**src/rtl/mux2_arb_pkg.sv**
```systemverilog
// Shared types and constants for the two-requester round-robin mux arbiter.
package mux2_arb_pkg;

  typedef enum logic [1:0] {
    IDLE  = 2'd0,
    BUSY0 = 2'd1,
    BUSY1 = 2'd2
  } arb_state_t;

  localparam logic SEL_A = 1'b0;
  localparam logic SEL_B = 1'b1;

endpackage

```
**src/rtl/mux2_bus.sv**
```systemverilog
// Plain 2:1 bus mux: y = s ? b : a.
module mux2_bus #(
  parameter int unsigned WIDTH = 8
) (
  input  logic [WIDTH-1:0] a,
  input  logic [WIDTH-1:0] b,
  input  logic             s,
  output logic [WIDTH-1:0] y
);

  assign y = s ? b : a;

endmodule

```
**src/rtl/mux2_arbiter.sv**
```systemverilog
// Round-robin arbiter owning the select of a shared 2:1 valid/ready datapath,
// with a per-grant beat limit so neither burst requester can starve the other.
module mux2_arbiter
  import mux2_arb_pkg::*;
#(
  parameter int unsigned WIDTH    = 8,
  parameter int unsigned MAX_HOLD = 4
) (
  input  logic             clk,
  input  logic             n_reset,
  input  logic             req0,
  input  logic [WIDTH-1:0] data0,
  input  logic             last0,
  output logic             ready0,
  input  logic             req1,
  input  logic [WIDTH-1:0] data1,
  input  logic             last1,
  output logic             ready1,
  output logic             out_valid,
  output logic [WIDTH-1:0] out_data,
  output logic             out_last,
  input  logic             out_ready,
  output logic             sel,
  output logic             gnt0,
  output logic             gnt1
);

  localparam int unsigned CW = $clog2(MAX_HOLD + 1);
  localparam int unsigned BW = WIDTH + 1;

  arb_state_t    state_q, state_d;
  logic          prio_q, prio_d;
  logic [CW-1:0] cnt_q, cnt_d;
  logic [CW-1:0] cnt_inc;
  logic          sel_d;
  logic          owner;
  logic          cur_req, cur_last, other_req;
  logic          beat;
  logic [BW-1:0] mux_y;

  assign owner     = (state_q == BUSY1);
  assign cur_req   = owner ? req1  : req0;
  assign cur_last  = owner ? last1 : last0;
  assign other_req = owner ? req0  : req1;
  assign cnt_inc   = cnt_q + CW'(1);

  // State, priority and beat-count registers; grant/select follow next state.
  always_ff @(posedge clk) begin
    if (!n_reset) begin
      state_q <= IDLE;
      prio_q  <= 1'b0;
      cnt_q   <= '0;
      sel     <= SEL_A;
      gnt0    <= 1'b0;
      gnt1    <= 1'b0;
    end else begin
      state_q <= state_d;
      prio_q  <= prio_d;
      cnt_q   <= cnt_d;
      sel     <= sel_d;
      gnt0    <= (state_d == BUSY0);
      gnt1    <= (state_d == BUSY1);
    end
  end

  // Next-state: a grant ends on a last beat or on the beat reaching MAX_HOLD.
  // A requester cut short by the limit (no last yet) is re-granted if alone.
  always_comb begin
    state_d = state_q;
    prio_d  = prio_q;
    cnt_d   = cnt_q;
    beat    = 1'b0;
    unique case (state_q)
      IDLE: begin
        if (req0 && req1)  state_d = prio_q ? BUSY1 : BUSY0;
        else if (req0)     state_d = BUSY0;
        else if (req1)     state_d = BUSY1;
      end
      BUSY0, BUSY1: begin
        beat = cur_req && out_ready;
        if (beat) begin
          if (cur_last || (cnt_inc == CW'(MAX_HOLD))) begin
            prio_d = ~owner;
            cnt_d  = '0;
            if (other_req)      state_d = owner ? BUSY0 : BUSY1;
            else if (!cur_last) state_d = state_q;
            else                state_d = IDLE;
          end else begin
            cnt_d = cnt_inc;
          end
        end
      end
      default: state_d = IDLE;
    endcase
    unique case (state_d)
      BUSY0:   sel_d = SEL_A;
      BUSY1:   sel_d = SEL_B;
      default: sel_d = sel;
    endcase
  end

  // Handshake outputs are blocked for the whole reset cycle.
  assign out_valid = n_reset && ((gnt0 && req0) || (gnt1 && req1));
  assign ready0    = n_reset && gnt0 && out_ready;
  assign ready1    = n_reset && gnt1 && out_ready;

  mux2_bus #(.WIDTH(BW)) u_mux (
    .a ({last0, data0}),
    .b ({last1, data1}),
    .s (sel),
    .y (mux_y)
  );

  assign {out_last, out_data} = mux_y;

endmodule

```
**config.mk**
```make
export PLATFORM = sky130hd
export DESIGN_NAME = mux2_arbiter
export DESIGN_NICKNAME = d
export VERILOG_FILES = /design/src/rtl/mux2_arb_pkg.sv /design/src/rtl/mux2_bus.sv /design/src/rtl/mux2_arbiter.sv
export SDC_FILE = /design/constraint.sdc
export NUM_CORES = 1
export LEC_CHECK = 0
export CORE_ASPECT_RATIO = 0.8
export CORE_MARGIN = 3
export CORE_UTILIZATION = 43
export DETAILED_ROUTE_END_ITERATION = 10
export PLACE_DENSITY = 0.91
export SYNTH_ARGS = -nofsm -noshare
export SYNTH_HDL_FRONTEND = slang
export SYNTH_SLANG_ARGS = --single-unit
```
**constraint.sdc**
```tcl
create_clock -name clk -period 5.63 [get_ports clk]
set_input_delay 0.563 -clock clk [delete_from_list [all_inputs] [get_ports clk]]
set_output_delay 0.563 -clock clk [all_outputs]
set_load 0.03 [all_outputs]
```
# Yosys cells after proc, flatten, opt, wreduce, memory -nomap -nowiden
# Index checks and enable logic that the tools add are counted.
[totals]
ff_bits = 9
in_bits = 23
output_inout_bits = 15
word_cells = 45
[op_classes]
addsub = 1
eq_ne = 5
muxes = 16
bitwise_logic = 1
reduce_logical = 16
[op_table]
columns = ["cell", "n"]
rows = [
  ["2-bit two-way mux", 9],
  ["1-bit logical AND", 9],
  ["9-bit two-way mux", 1],
  ["2-bit by 1-bit equality test with 1-bit output (second input constant)", 2],
  ["2-bit equality test (second input constant)", 2],
  ["2-bit one-hot mux with 2 select lines", 1],
  ["3-bit by 1-bit adder with 3-bit output (second input constant)", 1],
  ["3-bit equality test (second input constant)", 1],
  ["1-bit two-way mux", 3],
  ["3-bit two-way mux", 1],
  ["3-bit AND reduction", 1],
  ["2-bit logical NOT", 1],
  ["1-bit logical OR", 2],
  ["1-bit one-hot mux with 2 select lines", 1],
  ["2-bit AND reduction", 1],
  ["2-bit nonzero test", 1],
  ["2-bit OR reduction", 1],
  ["1-bit inverter", 1],
]

# Longest topological paths before layout
[logic_depth]
word_depth = 9
ltp_mapped = 10
ltp_nobuf = 9

# By module
# Synthesis repeated with hierarchy kept, for this count alone.
[unflattened]
cells_unflattened = 90
hier_area_um2 = 869.6
[by_module_without_submodules]
columns = ["mod", "instances", "cells_per_inst", "area_each_um2", "seq_area_each_um2"]
rows = [
  ["mux2_arbiter", 1, 80, 723.2, 180.2],
  ["mux2_bus", 1, 10, 146.4, 0.0],
]

# Least setup slack after synthesis
# No wires, ideal clock.
[synth_timing]
kind = "register -> register"
from = "register state_q[0]"
to = "register sel"
setup_time_ns = 0.119
arrival_ns = 2.154
required_time_ns = 5.511
path_slack_ns = 3.357
path_stages_with_launch = 11
n_path_buf = 1
period_less_slack_ns = 2.273
cell_sequence = "dfxtp_1 > inv_1 > ha_1 > buf_6 > mux2_4 > and2_1 > and3_2 > o31a_1 > ha_1 > mux2i_1 > nor2_1"
[synth_between]
elab_chain_len = 9
word_cells_on_any_way = 22
cone_classes = "4 x eq/ne; 13 x mux; 5 x reduce/logical"
[synth_rtl]
columns = ["element", "line_no", "source"]
rows = [
  ["start, declared", "mux2_arbiter.sv:31", "arb_state_t state_q, state_d;"],
  ["start signal, assigned", "mux2_arbiter.sv:57", "state_q <= state_d;"],
  ["2-bit equality test", "mux2_arbiter.sv:41, mux2_arbiter.sv:73", ""],
  ["1-bit two-way mux", "mux2_arbiter.sv:43", "assign cur_last = owner ? last1 : last0;"],
  ["2-bit two-way mux", "mux2_arbiter.sv:86", "else if (!cur_last) state_d = state_q;"],
  ["2-bit two-way mux", "mux2_arbiter.sv:85", "if (other_req) state_d = owner ? BUSY0 : BUSY1;"],
  ["2-bit two-way mux", "mux2_arbiter.sv:82", "if (cur_last || (cnt_inc == CW'(MAX_HOLD))) begin"],
  ["2-bit two-way mux", "mux2_arbiter.sv:81", "if (beat) begin"],
  ["2-bit one-hot mux with 2 select lines *", "mux2_arbiter.sv:73", "unique case (state_q)"],
  ["2-bit equality test / 2-bit by 1-bit equality test with 1-bit output (equally long branches)", "mux2_arbiter.sv:95", "unique case (state_d)"],
  ["1-bit one-hot mux with 2 select lines / 2-bit nonzero test (equally long branches)", "n/a", ""],
  ["end signal, assigned", "mux2_arbiter.sv:60", "sel <= sel_d;"],
  ["end, declared", "mux2_arbiter.sv:23", "output logic sel,"],
]
# Mark *: on every way between the ends. The rest lies on a longest branch, timed or not.
# A chain may end at the register's enable or synchronous reset.

# Worst setup path after layout
[layout_timing]
from = "input req0"
to = "output out_valid"
[layout_between]
elab_chain_len = 3
[layout_rtl]
columns = ["element", "line_no", "source"]
rows = [
  ["start, declared", "mux2_arbiter.sv:11", "input logic req0,"],
  ["1-bit logical AND", "mux2_arbiter.sv:103", "assign out_valid = n_reset && ((gnt0 && req0) || (gnt1 && req1));"],
  ["1-bit logical OR", "mux2_arbiter.sv:103", ""],
  ["1-bit logical AND", "mux2_arbiter.sv:103", ""],
  ["end, declared", "mux2_arbiter.sv:19", "output logic out_valid,"],
]
# Every way passes these cells.

==> metrics.yaml <==
status: "completed"
peakVddDrop_mv: 0.212
ant_nets: 0
clk_pin_slew_ns: 0.06
slew_viol_final: 0
p_sw_mw: 0.117
final_cell_mix: "clkdlybuf4s50_1, mux2_2, dfxtp_1"
drt-vias-per-instance: 5.44
ys_types: 33
fin_nets: 156
hold_path_depth: 2
synthCells: 86
maxCapViolCount: 0
worstSetupPathType: "input pin to output pin"
muxShareOfSynthArea_pct: 18.1
maxSlewHeadroom_pct: 70.0
critPathMaxFanout: 8
port_buffers: 37
tightest_slew_ns: 0.449
numCtsBuffers: 3
die_w_um: 53.6
clock_sinks: 9
grt_pass1_vias: 776
synthAdderAreaFrac_pct: 11.2
synth_top_family_by_area: "compound AO/OA/AOI/OAI gates"
hold_viol: 0
rsz0062_at_grt: "false"
fin_skew_ns: 0.00232
cts_hold_buf: 0
worst_skew_pair.late_latency_ns: 0.26
cts_resized: 0
slowest_delay_ns: 0.68
powerDensity_nw_per_um2: 249
cp_top_family: "buffers and inverters"
drtPass1Iterations: 4
cts_buffer_depth: 2
drc: 0
swShare_pct: 39.6
p_int_mw: 0.179
clkPwrFrac_pct: 16.8
crit_cells: 4
antenna_found_initial: 0
grtUsageTotal_pct: 20.0
design.core.area_um2: 1680
ios: 38
path_common_cell: "clkdlybuf4s50_1"
yosys.area_share.simple_pct: 20.1
final_cells: 147
grt_max_degree: 12
finalCritPeriodShare_pct: 47.3
worst_ep_required_time_ns: 5.07
fp.dieH_um: 44.1
place_inst: 143
vias: 800
slowest_stage: "clkdlybuf4s50_1"
arrival_ns: 2.10
postCtsSetupBuffers: 0
drt_iter0_drc: 12
dieArea_um2: 2360
pwr-share-seq_pct: 28.0
fin_crit_ns: 2.67
syn2layout_area_growth_pct: 52.5
synthesis.nets: 116
wl_per_cell_um: 14.8
start_util_pct: 46.5
combPwrFrac_pct: 55.2
tns_ns: 0
fp-row-count: 13
ys_ff_latch: 9
crit_buf_inv: 2
cts_tree: "done"
yosysSeqAreaShare_pct: 23.1
gp_congestion: 0.884
clock.fmax_mhz: 375
critPathLaunchType: "input pin"
cts_root_buffer: "clkbuf_4"
crit_chain: "clkdlybuf4s50_1 > a22oi_1 > nor2_1 > clkdlybuf4s50_1"
synth_xor_area_share_pct: 1.12
ys_warn_count: 0
gr-total-overflow: 0
end_kind: "output pin"
num_antenna_cells: 0
syn_area_um2: 779
layout-drive-gt1-share_pct: 15.2
finalWirelength_um: 2170
synth_compound_area_share_pct: 22.5
hold_class: "flop to flop"
setup_violations: 0
final_common_cell: "clkdlybuf4s50_1"
dp_hpwl_um: 1780
power.leakage_nw: 0.469
cts_max_level: 1
syn_area_per_cell_um2: 9.06
grt_pass1_wl_um: 3480
reg2regPathDepth: 9
## routing by layer
metal  share of wire [%]  track usage [%]  vias up
met5                   0                0        -
met4                0.55             4.08        0
met3                 4.0             5.72        2
met2                  51             34.2       21
met1                  45             24.9      378
li1                    -                -      399
## worst min-delay path: stages, from the launching register on
cell     delay [ns]
dfxtp_1        0.33
nand2_1        0.06
a21oi_1        0.05
## state kept, by name (all words and copies together), names as in the netlist
name	cells
gnt0	1
cnt_q	3
state_q	2
sel	1
gnt1	1
prio_q	1
## area by class of cell
cell class,instances,area [um^2]
clock buffers,4,26.3
fillers,128,487
inverters,4,15.0
multi-input cells,71,569
flip-flops and latches,9,180
well taps,22,27.5
repair buffers,37,370
## path summary, 6_finish.rpt
| path | start | to | slack (ns) |
|---|---|---|---|
| worst max-delay path | req0 | out_valid | 2.96 |
| worst min-delay path | cnt_q[1] | cnt_q[1] | 0.49 |
| worst max register to register | state_q[0] | sel | 3.12 |
| worst min register to register | cnt_q[1] | cnt_q[1] | 0.49 |
## cells in the mapped netlist (all sizes together)
| library cell | n | share of area, % |
|---|---|---|
| and3 | 5 | 5.0 |
| a21oi | 5 | 3.2 |
| xor2 | 1 | 1.1 |
| o22ai | 1 | 0.80 |
| mux2i | 1 | 1.3 |
| buf | 1 | 1.4 |
| dfxtp | 9 | 23 |
| a2bb2oi | 1 | 1.1 |
| ha | 7 | 11 |
| o31a | 1 | 1.1 |
| nand3 | 3 | 1.9 |
| a41oi | 2 | 3.2 |
| and2 | 3 | 2.4 |
| o31ai | 2 | 1.9 |
| a311oi | 1 | 1.1 |
| o32ai | 2 | 2.2 |
| mux2 | 11 | 17 |
| o32a | 1 | 1.3 |
| a211oi | 1 | 0.96 |
| inv | 4 | 1.9 |
| nor2 | 5 | 2.4 |
| nand2 | 5 | 2.4 |
| clkbuf | 1 | 0.48 |
| a21o | 1 | 1.9 |
| o21ai | 4 | 2.6 |
| nand4b | 1 | 1.1 |
| a22oi | 1 | 0.96 |
| nand2b | 5 | 4.0 |
| or3 | 1 | 0.80 |
## power groups by stage
stage	sequential, mW	clock, mW	combinational (mW)
after detailed placement	0.0841	0	0.161
after CTS	0.0828	0.0509	0.162
after global routing	0.0844	0.0554	0.175
final	0.0829	0.0496	0.163
after floorplan	0.0855	0	0.101
after global placement	0.0835	0	0.156
## cell families after synthesis
| logic type | after synthesis |
|---|---|
| AOI/OAI and AO/OA | 23 |
| xor gates and xnor gates | 1 |
| adders and majority gates | 7 |
| buffers and inverters | 6 |
| DFF | 9 |
| muxes | 12 |
| and+or+nand+nor | 28 |
## through the flow
step                      hold slack, ns  area [um^2]  setup WS (ns)  power [mW]  util, %
after floorplan                    0.452          779           3.36       0.187        -
after global placement             0.463         1160           2.94       0.239     69.4
after detailed placement           0.486         1160           2.88       0.245     69.4
after CTS                          0.494         1190           2.96       0.296     70.9
after global routing               0.538         1190           2.88       0.315     70.9
final                              0.487         1190           2.96       0.296     70.9
Power figures use the tool's default switching activity.
